`config.mk`:
```
export PLATFORM = sky130hd
export DESIGN_NAME = bank_burst_sequencer_flat
export DESIGN_NICKNAME = d
export VERILOG_FILES = /design/src/rtl/bank_burst_sequencer_if.sv /design/src/rtl/bank_burst_sequencer.sv /design/src/flat_wrapper.sv
export SDC_FILE = /design/constraint.sdc
export NUM_CORES = 1
export LEC_CHECK = 0
export CAP_MARGIN = 15
export CORE_UTILIZATION = 30
export CTS_BUF_LIST = sky130_fd_sc_hd__clkbuf_4
export CTS_CLUSTER_DIAMETER = 100
export DETAILED_ROUTE_END_ITERATION = 8
export MAX_ROUTING_LAYER = met4
export PLACE_DENSITY = 0.61
export RECOVER_POWER = 50
export REMOVE_ABC_BUFFERS = 1
export SLEW_MARGIN = 30
export SYNTH_ARGS = -nofsm -noshare
export SYNTH_HDL_FRONTEND = slang
export SYNTH_SLANG_ARGS = --single-unit
```
`constraint.sdc`:
```
create_clock -name clk -period 2.7 [get_ports clk]
set_input_delay 0.405 -clock clk [delete_from_list [all_inputs] [get_ports clk]]
set_output_delay 0.405 -clock clk [all_outputs]
set_load 0.02 [all_outputs]
```
`src/rtl/bank_burst_sequencer_if.sv`:
```
// ---------------------------------------------------------------------------
// bank_burst_sequencer_if
// Host-side request / write-data / read-data bundle for bank_burst_sequencer.
//   req_valid/req_ready  : burst request handshake (ready only while idle)
//   req_wr/bg/ba/row/col : burst type and target address
//   wdata_valid/wdata/wdata_ready : write beat stream
//   rdata_valid/rdata    : read beat return
//   busy                 : burst in progress
// Modports: master = host side, slave = sequencer side.
// ---------------------------------------------------------------------------
interface bank_burst_sequencer_if #(
    parameter int BGWIDTH      = 2,
    parameter int BAWIDTH      = 2,
    parameter int COLWIDTH     = 10,
    parameter int CHWIDTH      = 5,
    parameter int DEVICE_WIDTH = 4
) ();
    logic                    req_valid;
    logic                    req_ready;
    logic                    req_wr;
    logic [BGWIDTH-1:0]      req_bg;
    logic [BAWIDTH-1:0]      req_ba;
    logic [CHWIDTH-1:0]      req_row;
    logic [COLWIDTH-1:0]     req_col;
    logic                    wdata_valid;
    logic [DEVICE_WIDTH-1:0] wdata;
    logic                    wdata_ready;
    logic                    rdata_valid;
    logic [DEVICE_WIDTH-1:0] rdata;
    logic                    busy;

    modport master (
        output req_valid, req_wr, req_bg, req_ba, req_row, req_col,
        output wdata_valid, wdata,
        input  req_ready, wdata_ready, rdata_valid, rdata, busy
    );

    modport slave (
        input  req_valid, req_wr, req_bg, req_ba, req_row, req_col,
        input  wdata_valid, wdata,
        output req_ready, wdata_ready, rdata_valid, rdata, busy
    );
endinterface

```
`src/rtl/bank_burst_sequencer.sv`:
```
// ---------------------------------------------------------------------------
// bank_burst_sequencer
// Turns one burst request (read or write, BL beats) into per-beat accesses on
// a banked chip model. Beat columns wrap inside the BL-aligned column block.
// Ports:
//   clk, rst_n  : clock, asynchronous active-low reset
//   bus         : bank_burst_sequencer_if.slave (request / wdata / rdata / busy)
//   rd_o_wr, row, column, dqin : registered per-bank chip drive, zero when idle
//   dqout       : per-bank chip read data (sampled one cycle after issue)
//   wr_bursts, rd_bursts : completed burst counters, only with BURST_STATS_EN
// Optional feature macro: BURST_STATS_EN
// ---------------------------------------------------------------------------
module bank_burst_sequencer #(
    parameter int  BGWIDTH       = 2,
    parameter int  BAWIDTH       = 2,
    parameter int  COLWIDTH      = 10,
    parameter int  CHWIDTH       = 5,
    parameter int  DEVICE_WIDTH  = 4,
    parameter int  BL            = 8,
    localparam int BANKGROUPS    = 2**BGWIDTH,
    localparam int BANKSPERGROUP = 2**BAWIDTH
) (
    input  logic                    clk,
    input  logic                    rst_n,
    bank_burst_sequencer_if.slave   bus,
    output logic                    rd_o_wr [BANKGROUPS-1:0][BANKSPERGROUP-1:0],
    output logic [CHWIDTH-1:0]      row     [BANKGROUPS-1:0][BANKSPERGROUP-1:0],
    output logic [COLWIDTH-1:0]     column  [BANKGROUPS-1:0][BANKSPERGROUP-1:0],
    output logic [DEVICE_WIDTH-1:0] dqin    [BANKGROUPS-1:0][BANKSPERGROUP-1:0],
    input  logic [DEVICE_WIDTH-1:0] dqout   [BANKGROUPS-1:0][BANKSPERGROUP-1:0]
`ifdef BURST_STATS_EN
    ,
    output logic [15:0]             wr_bursts,
    output logic [15:0]             rd_bursts
`endif
);

    typedef enum logic [1:0] {IDLE, WRITE, READ, DRAIN} state_t;

    localparam int                   BEATW     = (BL > 1) ? $clog2(BL) : 1;
    localparam logic [BEATW-1:0]     LAST_BEAT = BEATW'(BL - 1);
    localparam logic [COLWIDTH-1:0]  LOWMASK   = COLWIDTH'(BL - 1);

    // Upper column bits are kept, the low log2(BL) bits wrap modulo BL.
    function automatic logic [COLWIDTH-1:0] beat_col(input logic [COLWIDTH-1:0] base,
                                                     input logic [BEATW-1:0]    beat);
        logic [COLWIDTH-1:0] sum;
        sum = base + COLWIDTH'(beat);
        return (base & ~LOWMASK) | (sum & LOWMASK);
    endfunction

    state_t              state_q, state_d;
    logic [BEATW-1:0]    beat_q, beat_d;
    logic [BGWIDTH-1:0]  bg_q, bg_d;
    logic [BAWIDTH-1:0]  ba_q, ba_d;
    logic [CHWIDTH-1:0]  row_q, row_d;
    logic [COLWIDTH-1:0] col_q, col_d;

    // Next-cycle drive for the single selected bank; decoded into the arrays
    // at the register stage so every chip pin comes straight from a flop.
    logic                    pin_en_d;
    logic                    pin_wr_d;
    logic [BGWIDTH-1:0]      pin_bg_d;
    logic [BAWIDTH-1:0]      pin_ba_d;
    logic [CHWIDTH-1:0]      pin_row_d;
    logic [COLWIDTH-1:0]     pin_col_d;
    logic [DEVICE_WIDTH-1:0] pin_dq_d;

    always_comb begin
        state_d   = state_q;
        beat_d    = beat_q;
        bg_d      = bg_q;
        ba_d      = ba_q;
        row_d     = row_q;
        col_d     = col_q;
        pin_en_d  = 1'b0;
        pin_wr_d  = 1'b0;
        pin_bg_d  = bg_q;
        pin_ba_d  = ba_q;
        pin_row_d = row_q;
        pin_col_d = '0;
        pin_dq_d  = '0;
        unique case (state_q)
            IDLE: begin
                if (bus.req_valid) begin
                    bg_d   = bus.req_bg;
                    ba_d   = bus.req_ba;
                    row_d  = bus.req_row;
                    col_d  = bus.req_col;
                    beat_d = '0;
                    if (bus.req_wr) begin
                        state_d = WRITE;
                    end else begin
                        // Read beat 0 is put on the pins as READ is entered so
                        // each READ cycle carries its own beat address.
                        state_d   = READ;
                        pin_en_d  = 1'b1;
                        pin_bg_d  = bus.req_bg;
                        pin_ba_d  = bus.req_ba;
                        pin_row_d = bus.req_row;
                        pin_col_d = beat_col(bus.req_col, '0);
                    end
                end
            end
            WRITE: begin
                if (bus.wdata_valid) begin
                    pin_en_d  = 1'b1;
                    pin_wr_d  = 1'b1;
                    pin_col_d = beat_col(col_q, beat_q);
                    pin_dq_d  = bus.wdata;
                    beat_d    = beat_q + 1'b1;
                    if (beat_q == LAST_BEAT) state_d = IDLE;
                end
            end
            READ: begin
                if (beat_q == LAST_BEAT) begin
                    state_d = DRAIN;
                end else begin
                    beat_d    = beat_q + 1'b1;
                    pin_en_d  = 1'b1;
                    pin_col_d = beat_col(col_q, beat_q + 1'b1);
                end
            end
            DRAIN:   state_d = IDLE;
            default: state_d = IDLE;
        endcase
    end

    always_ff @(posedge clk or negedge rst_n) begin
        if (!rst_n) begin
            state_q         <= IDLE;
            beat_q          <= '0;
            bg_q            <= '0;
            ba_q            <= '0;
            row_q           <= '0;
            col_q           <= '0;
            bus.req_ready   <= 1'b1;
            bus.busy        <= 1'b0;
            bus.wdata_ready <= 1'b0;
            bus.rdata_valid <= 1'b0;
            bus.rdata       <= '0;
            for (int unsigned g = 0; g < BANKGROUPS; g++) begin
                for (int unsigned b = 0; b < BANKSPERGROUP; b++) begin
                    rd_o_wr[g][b] <= 1'b0;
                    row[g][b]     <= '0;
                    column[g][b]  <= '0;
                    dqin[g][b]    <= '0;
                end
            end
        end else begin
            state_q         <= state_d;
            beat_q          <= beat_d;
            bg_q            <= bg_d;
            ba_q            <= ba_d;
            row_q           <= row_d;
            col_q           <= col_d;
            bus.req_ready   <= (state_d == IDLE);
            bus.busy        <= (state_d != IDLE);
            bus.wdata_ready <= (state_d == WRITE);
            // Chip answers during the cycle the beat sits on the pins.
            bus.rdata_valid <= (state_q == READ);
            bus.rdata       <= (state_q == READ) ? dqout[bg_q][ba_q] : '0;
            for (int unsigned g = 0; g < BANKGROUPS; g++) begin
                for (int unsigned b = 0; b < BANKSPERGROUP; b++) begin
                    if (pin_en_d && pin_bg_d == BGWIDTH'(g) && pin_ba_d == BAWIDTH'(b)) begin
                        rd_o_wr[g][b] <= pin_wr_d;
                        row[g][b]     <= pin_row_d;
                        column[g][b]  <= pin_col_d;
                        dqin[g][b]    <= pin_dq_d;
                    end else begin
                        rd_o_wr[g][b] <= 1'b0;
                        row[g][b]     <= '0;
                        column[g][b]  <= '0;
                        dqin[g][b]    <= '0;
                    end
                end
            end
        end
    end

`ifdef BURST_STATS_EN
    logic [15:0] wr_cnt_q;
    logic [15:0] rd_cnt_q;

    // A read only counts once its last beat has returned (DRAIN), so a reset
    // anywhere inside the burst leaves it uncounted.
    always_ff @(posedge clk or negedge rst_n) begin
        if (!rst_n) begin
            wr_cnt_q <= '0;
            rd_cnt_q <= '0;
        end else begin
            if (state_q == WRITE && bus.wdata_valid && beat_q == LAST_BEAT && wr_cnt_q != '1)
                wr_cnt_q <= wr_cnt_q + 16'd1;
            if (state_q == DRAIN && rd_cnt_q != '1)
                rd_cnt_q <= rd_cnt_q + 16'd1;
        end
    end

    assign wr_bursts = wr_cnt_q;
    assign rd_bursts = rd_cnt_q;
`endif

endmodule

```
`src/flat_wrapper.sv`:
```
// flat-port wrapper written by rule: the top's interface ports become plain ports
module bank_burst_sequencer_flat 
#(
    parameter int  BGWIDTH       = 2,
    parameter int  BAWIDTH       = 2,
    parameter int  COLWIDTH      = 10,
    parameter int  CHWIDTH       = 5,
    parameter int  DEVICE_WIDTH  = 4,
    parameter int  BL            = 8,
    localparam int BANKGROUPS    = 2**BGWIDTH,
    localparam int BANKSPERGROUP = 2**BAWIDTH
)
  (clk, rst_n, rd_o_wr, row, column, dqin, dqout, bus_req_valid, bus_req_wr, bus_req_bg, bus_req_ba, bus_req_row, bus_req_col, bus_wdata_valid, bus_wdata, bus_req_ready, bus_wdata_ready, bus_rdata_valid, bus_rdata, bus_busy);
  bank_burst_sequencer_if #(.BGWIDTH(BGWIDTH), .BAWIDTH(BAWIDTH), .COLWIDTH(COLWIDTH), .CHWIDTH(CHWIDTH), .DEVICE_WIDTH(DEVICE_WIDTH)) bus_i ();
  input  logic clk;
  input  logic rst_n;
  output logic rd_o_wr[BANKGROUPS-1:0][BANKSPERGROUP-1:0];
  output logic [CHWIDTH-1:0] row[BANKGROUPS-1:0][BANKSPERGROUP-1:0];
  output logic [COLWIDTH-1:0] column[BANKGROUPS-1:0][BANKSPERGROUP-1:0];
  output logic [DEVICE_WIDTH-1:0] dqin[BANKGROUPS-1:0][BANKSPERGROUP-1:0];
  input  logic [DEVICE_WIDTH-1:0] dqout[BANKGROUPS-1:0][BANKSPERGROUP-1:0];
  input wire logic [$bits(bus_i.req_valid)-1:0] bus_req_valid;
  input wire logic [$bits(bus_i.req_wr)-1:0] bus_req_wr;
  input wire logic [$bits(bus_i.req_bg)-1:0] bus_req_bg;
  input wire logic [$bits(bus_i.req_ba)-1:0] bus_req_ba;
  input wire logic [$bits(bus_i.req_row)-1:0] bus_req_row;
  input wire logic [$bits(bus_i.req_col)-1:0] bus_req_col;
  input wire logic [$bits(bus_i.wdata_valid)-1:0] bus_wdata_valid;
  input wire logic [$bits(bus_i.wdata)-1:0] bus_wdata;
  output wire logic [$bits(bus_i.req_ready)-1:0] bus_req_ready;
  output wire logic [$bits(bus_i.wdata_ready)-1:0] bus_wdata_ready;
  output wire logic [$bits(bus_i.rdata_valid)-1:0] bus_rdata_valid;
  output wire logic [$bits(bus_i.rdata)-1:0] bus_rdata;
  output wire logic [$bits(bus_i.busy)-1:0] bus_busy;
  assign bus_i.req_valid = bus_req_valid;
  assign bus_i.req_wr = bus_req_wr;
  assign bus_i.req_bg = bus_req_bg;
  assign bus_i.req_ba = bus_req_ba;
  assign bus_i.req_row = bus_req_row;
  assign bus_i.req_col = bus_req_col;
  assign bus_i.wdata_valid = bus_wdata_valid;
  assign bus_i.wdata = bus_wdata;
  assign bus_req_ready = bus_i.req_ready;
  assign bus_wdata_ready = bus_i.wdata_ready;
  assign bus_rdata_valid = bus_i.rdata_valid;
  assign bus_rdata = bus_i.rdata;
  assign bus_busy = bus_i.busy;
  bank_burst_sequencer #(.BGWIDTH(BGWIDTH), .BAWIDTH(BAWIDTH), .COLWIDTH(COLWIDTH), .CHWIDTH(CHWIDTH), .DEVICE_WIDTH(DEVICE_WIDTH), .BL(BL)) u_core (.clk(clk), .rst_n(rst_n), .bus(bus_i), .rd_o_wr(rd_o_wr), .row(row), .column(column), .dqin(dqin), .dqout(dqout));
endmodule
```
==> impl_results.md <==
* Outcome: finished with violations
* Violated checks: max-capacitance violations, max-slew violations
* FF+latch count, synth at 352
* Worst hold start: bus_req_row[0]
* GRT Total Usage at 0.205
* Clock transition at path regs at 0.06 ns
* Part of the Yosys area used for sequential elements at 0.707
* Io pins at 420
* TritonCTS Buffers at 95
* Worst-Skew Late Latency at 0.78 ns
* Post-synthesis simple-gate area fraction at 0.139
* Setup violators final at 0
* Slowest CP cell: a2111oi_2
* Number of post-CTS setup repair buffers at 0
* LEAKAGE at 8.69 nW
* Total power at 16.0 mW
* Worst Clk Skew at 0.0473 ns
* Largest area contributor in the netlist: dfrtp_1
* Vias in the first global route at 10200
* Mux share of post-synthesis cell area at 0.0505
* Clock sink count at 352
* Largest net degree at the start of global routing at 81
* Xor-xnor portion of the synthesized cell area at 0.00331
* Post-synth ARST share at 1.00
* Fin crit period at 2.52 ns
* Via density at 4.61
* Pwr per Cell Area at 852 mW/mm2
* Drt initial violations at 418
* Multi-input gate area at 0.00331 mm2
* Port bufs at 419
* Crit path max fanout at 80
* Final design utilization at 0.457
* Yosys top cell area share at 0.705
* Worst Path Arrival at 3.16 ns
* Die X at 206 um
* Switch share at 0.363
* Count of cell types in the netlist at 50
* Critical path required time at 3.34 ns
* Max clock buf depth at 3
* Peak Freq at 397 MHz
* Crit-path cells: ha_1 -> ha_1 -> nand2b_1 -> buf_4 -> a2111oi_2 -> o21bai_4 -> buf_12 -> nor3_1
* Sequential cell area at 0.00881 mm2
* Count of final hold-check violations at 0
* Worst hold-check path type: in2reg
* Max_slew headroom at -0.130
* Yosys warning total at 0
* Synth Area in Compound Gates at 0.0561
* Synthesized cell area at 0.0125 mm2
* CTS tree: done
* Top cells by area, synth: dfrtp_1 70%, nor2_1 8.3%, mux2_2 2.3%
* Sequential power share at 0.377
* Max-cap violations at 1
* Area delta synth->final at 50.2%
* Clock root buffer: clkbuf_4
* Power share of the clock group at 0.296
* CP Launch Point: u_core.beat_q[1]$_DFFE_PN0P_
* Total grt overflow at 0
* Share of layout cells above drive strength 1 at 0.157
* Power share of the combinational group at 0.327
* GPL Wtd Cong at 0.797
* Core Region at 0.0409 mm2
* Number of remaining DRC errors at 0
* Pre-Repair DR Iteration Count at 5
* RSZ-0062 raised after global routing: no
* Slew Viols, Final at 56
* Post-synthesis adder-cell area fraction at 0.0133
* Final Net Count at 1602
* Initial antenna violation count at 1
* Period utilization at 0.932
* Detail Route Antenna Nets at 0
* CP Class: reg2reg
* Tightest Pin Transition at 1.70 ns
* Die ar. at 0.0424 mm2
* Top cell by count, worst path: ha_1
* Fill count at 3855
* Sum Neg Setup Slack at 0 ns
* Pint at 10.2 mW
* Via count at 9676
* Syn avg cell area at 12.6 um2
* Chip height at 206 um
* RR Startpoint: u_core.beat_q[1]$_DFFE_PN0P_
* VDD IR max at 366 uV
* Initial core utilization at 0.304
* WL per Instance at 19.7 um
* Final wirelength at 41400 um
* Sw power at 5.79 mW
* Startpoint Class: flop
* Post-Layout Cell Count at 2100
* CP peak stage delay at 0.46 ns
* Htree depth at 3
* EDFF count, synth at 0
* Hpwl dp at 28900 um
* Row cnt at 74
* First-pass GRT wire length at 61700 um
* Post-synth top flop: dfrtp_1
* CP endpoint kind: flop
* Post-synthesis instance total at 992
* Combinational family with the most area after synthesis: simple AND/OR/NAND/NOR gates
* Final hold slack at 0.269 ns
* Post-Place Cells at 1932
==> synth_stat cells, types with 4 or more instances <==
| library cell | number |
|---|---|
| nand3_1 | 9 |
| inv_1 | 12 |
| mux2i_1 | 10 |
| dfrtp_1 | 351 |
| and2_1 | 5 |
| buf_4 | 4 |
| a21boi_0 | 7 |
| mux2_2 | 25 |
| a22oi_1 | 28 |
| nor2b_1 | 6 |
| nor3_1 | 55 |
| buf_2 | 44 |
| mux4_2 | 11 |
| and3_1 | 5 |
| nor2_1 | 274 |
| clkbuf_1 | 10 |
| o211ai_1 | 4 |
| buf_6 | 4 |
| nand2_1 | 41 |
| nand2b_1 | 4 |
| a21oi_1 | 12 |
| o21ai_0 | 16 |
| ha_1 | 10 |
==> logic make-up (layout without fill, tap and decap cells) <==
logic type,Yosys count,in the layout
AOI/OAI and AO/OA,92,92
xor gates and xnor gates,3,3
adders and majority gates,12,12
buffers and inverters,75,650
DFF,352,352
muxes,46,46
other,0,1
and+or+nand+nor,412,412
==> through the flow <==
stage	setup slack, ns	cell area, um2
3_5_place_dp	0.0618	17500
6_report	0.182	18700
4_1_cts	0.113	18700
3_3_place_gp	-0.0113	17500
2_1_floorplan	-1.81	12100
5_1_grt	0.00383	18700
==> flip-flops by register name, indices dropped and copies added (netlist names), 2 cells and up <==
register	flops
u_core.ba_q	2
u_core.state_q	2
u_core.bus.rdata	4
u_core.row_q	5
u_core.column	160
u_core.row	80
u_core.beat_q	3
u_core.dqin	64
u_core.rd_o_wr	16
u_core.bg_q	2
u_core.col_q	10
==> worst paths after layout <==
kind	slack, ns	to	cells after the start
max	0.18	u_core.column[49]$_DFF_PN0_	8
min	0.27	u_core.row_q[0]$_DFFE_PN0P_	2
max reg2reg	0.18	u_core.column[49]$_DFF_PN0_	8
min reg2reg	0.50	u_core.col_q[4]$_DFFE_PN0P_	1
max in group asynchronous	0.61	u_core.row[18]$_DFF_PN0_	3
min in group asynchronous	0.61	u_core.dqin[9]$_DFF_PN0_	2
==> area by class of cell <==
type,count,share of cell area
clock inverter,34,0.0118
tap,532,0.0356
inverter,12,0.00241
clock buffer,132,0.0530
sequential,352,0.471
timing repair buffer,472,0.249
multi-input combinational,565,0.177
antenna,1,0.000134
==> power by group through the flow <==
stage | registers (mW) | logic [mW] | clock network, mW
2_1_floorplan | 6.45 | 2.36 | 0
3_3_place_gp | 6.09 | 5.31 | 0
3_5_place_dp | 6.11 | 5.36 | 0
4_1_cts | 6.02 | 5.37 | 4.90
5_1_grt | 6.05 | 5.67 | 5.18
6_report | 6.01 | 5.22 | 4.72
==> repair_timing <==
action / 4_1_cts / 5_1_grt
hold buffers: 1 / 0
gates resized for setup: 0 / 1
setup endpoints to repair: 0 / 1
hold endpoints to repair: 151 / 0
==> per-layer routing <==
metal	wire length (um)	global-route usage	part of all wire
met4	1170	0.0856	0.028
met1	17400	0.255	0.42
met3	2840	0.0493	0.068
met5	0	-	0
met2	20000	0.319	0.48
==> worst max-delay path: cells and delay by family (launching register included) <==
kind | cells | cell delay (ns)
and+or+nand+nor | 2 | 0.50
DFF | 1 | 0.43
buffers and inverters | 2 | 0.43
AOI/OAI and AO/OA | 2 | 0.56
adders and majority gates | 2 | 0.44
==> cell usage in the layout, fill, tap and decap left out, drive strengths merged, types with 3 or more instances in the layout <==
cell             n
o211ai           4
o21ai           16
clkbuf         141
a2111oi          3
a21oi           12
dlygate4sd3    128
bufinv           3
and3             5
mux4            11
and2             5
nand3            9
mux2            25
ha              10
a22oi           28
nor2b            6
clkdlybuf4s50  291
a21o             3
buf             44
nor3            57
o21bai           3
a21boi           8
inv             13
nor2           274
mux2i           10
nand2b           4
clkinv          30
nand4            3
dfrtp          351
a32oi            3
nand2           41
(Power assumes the default switching activity.)
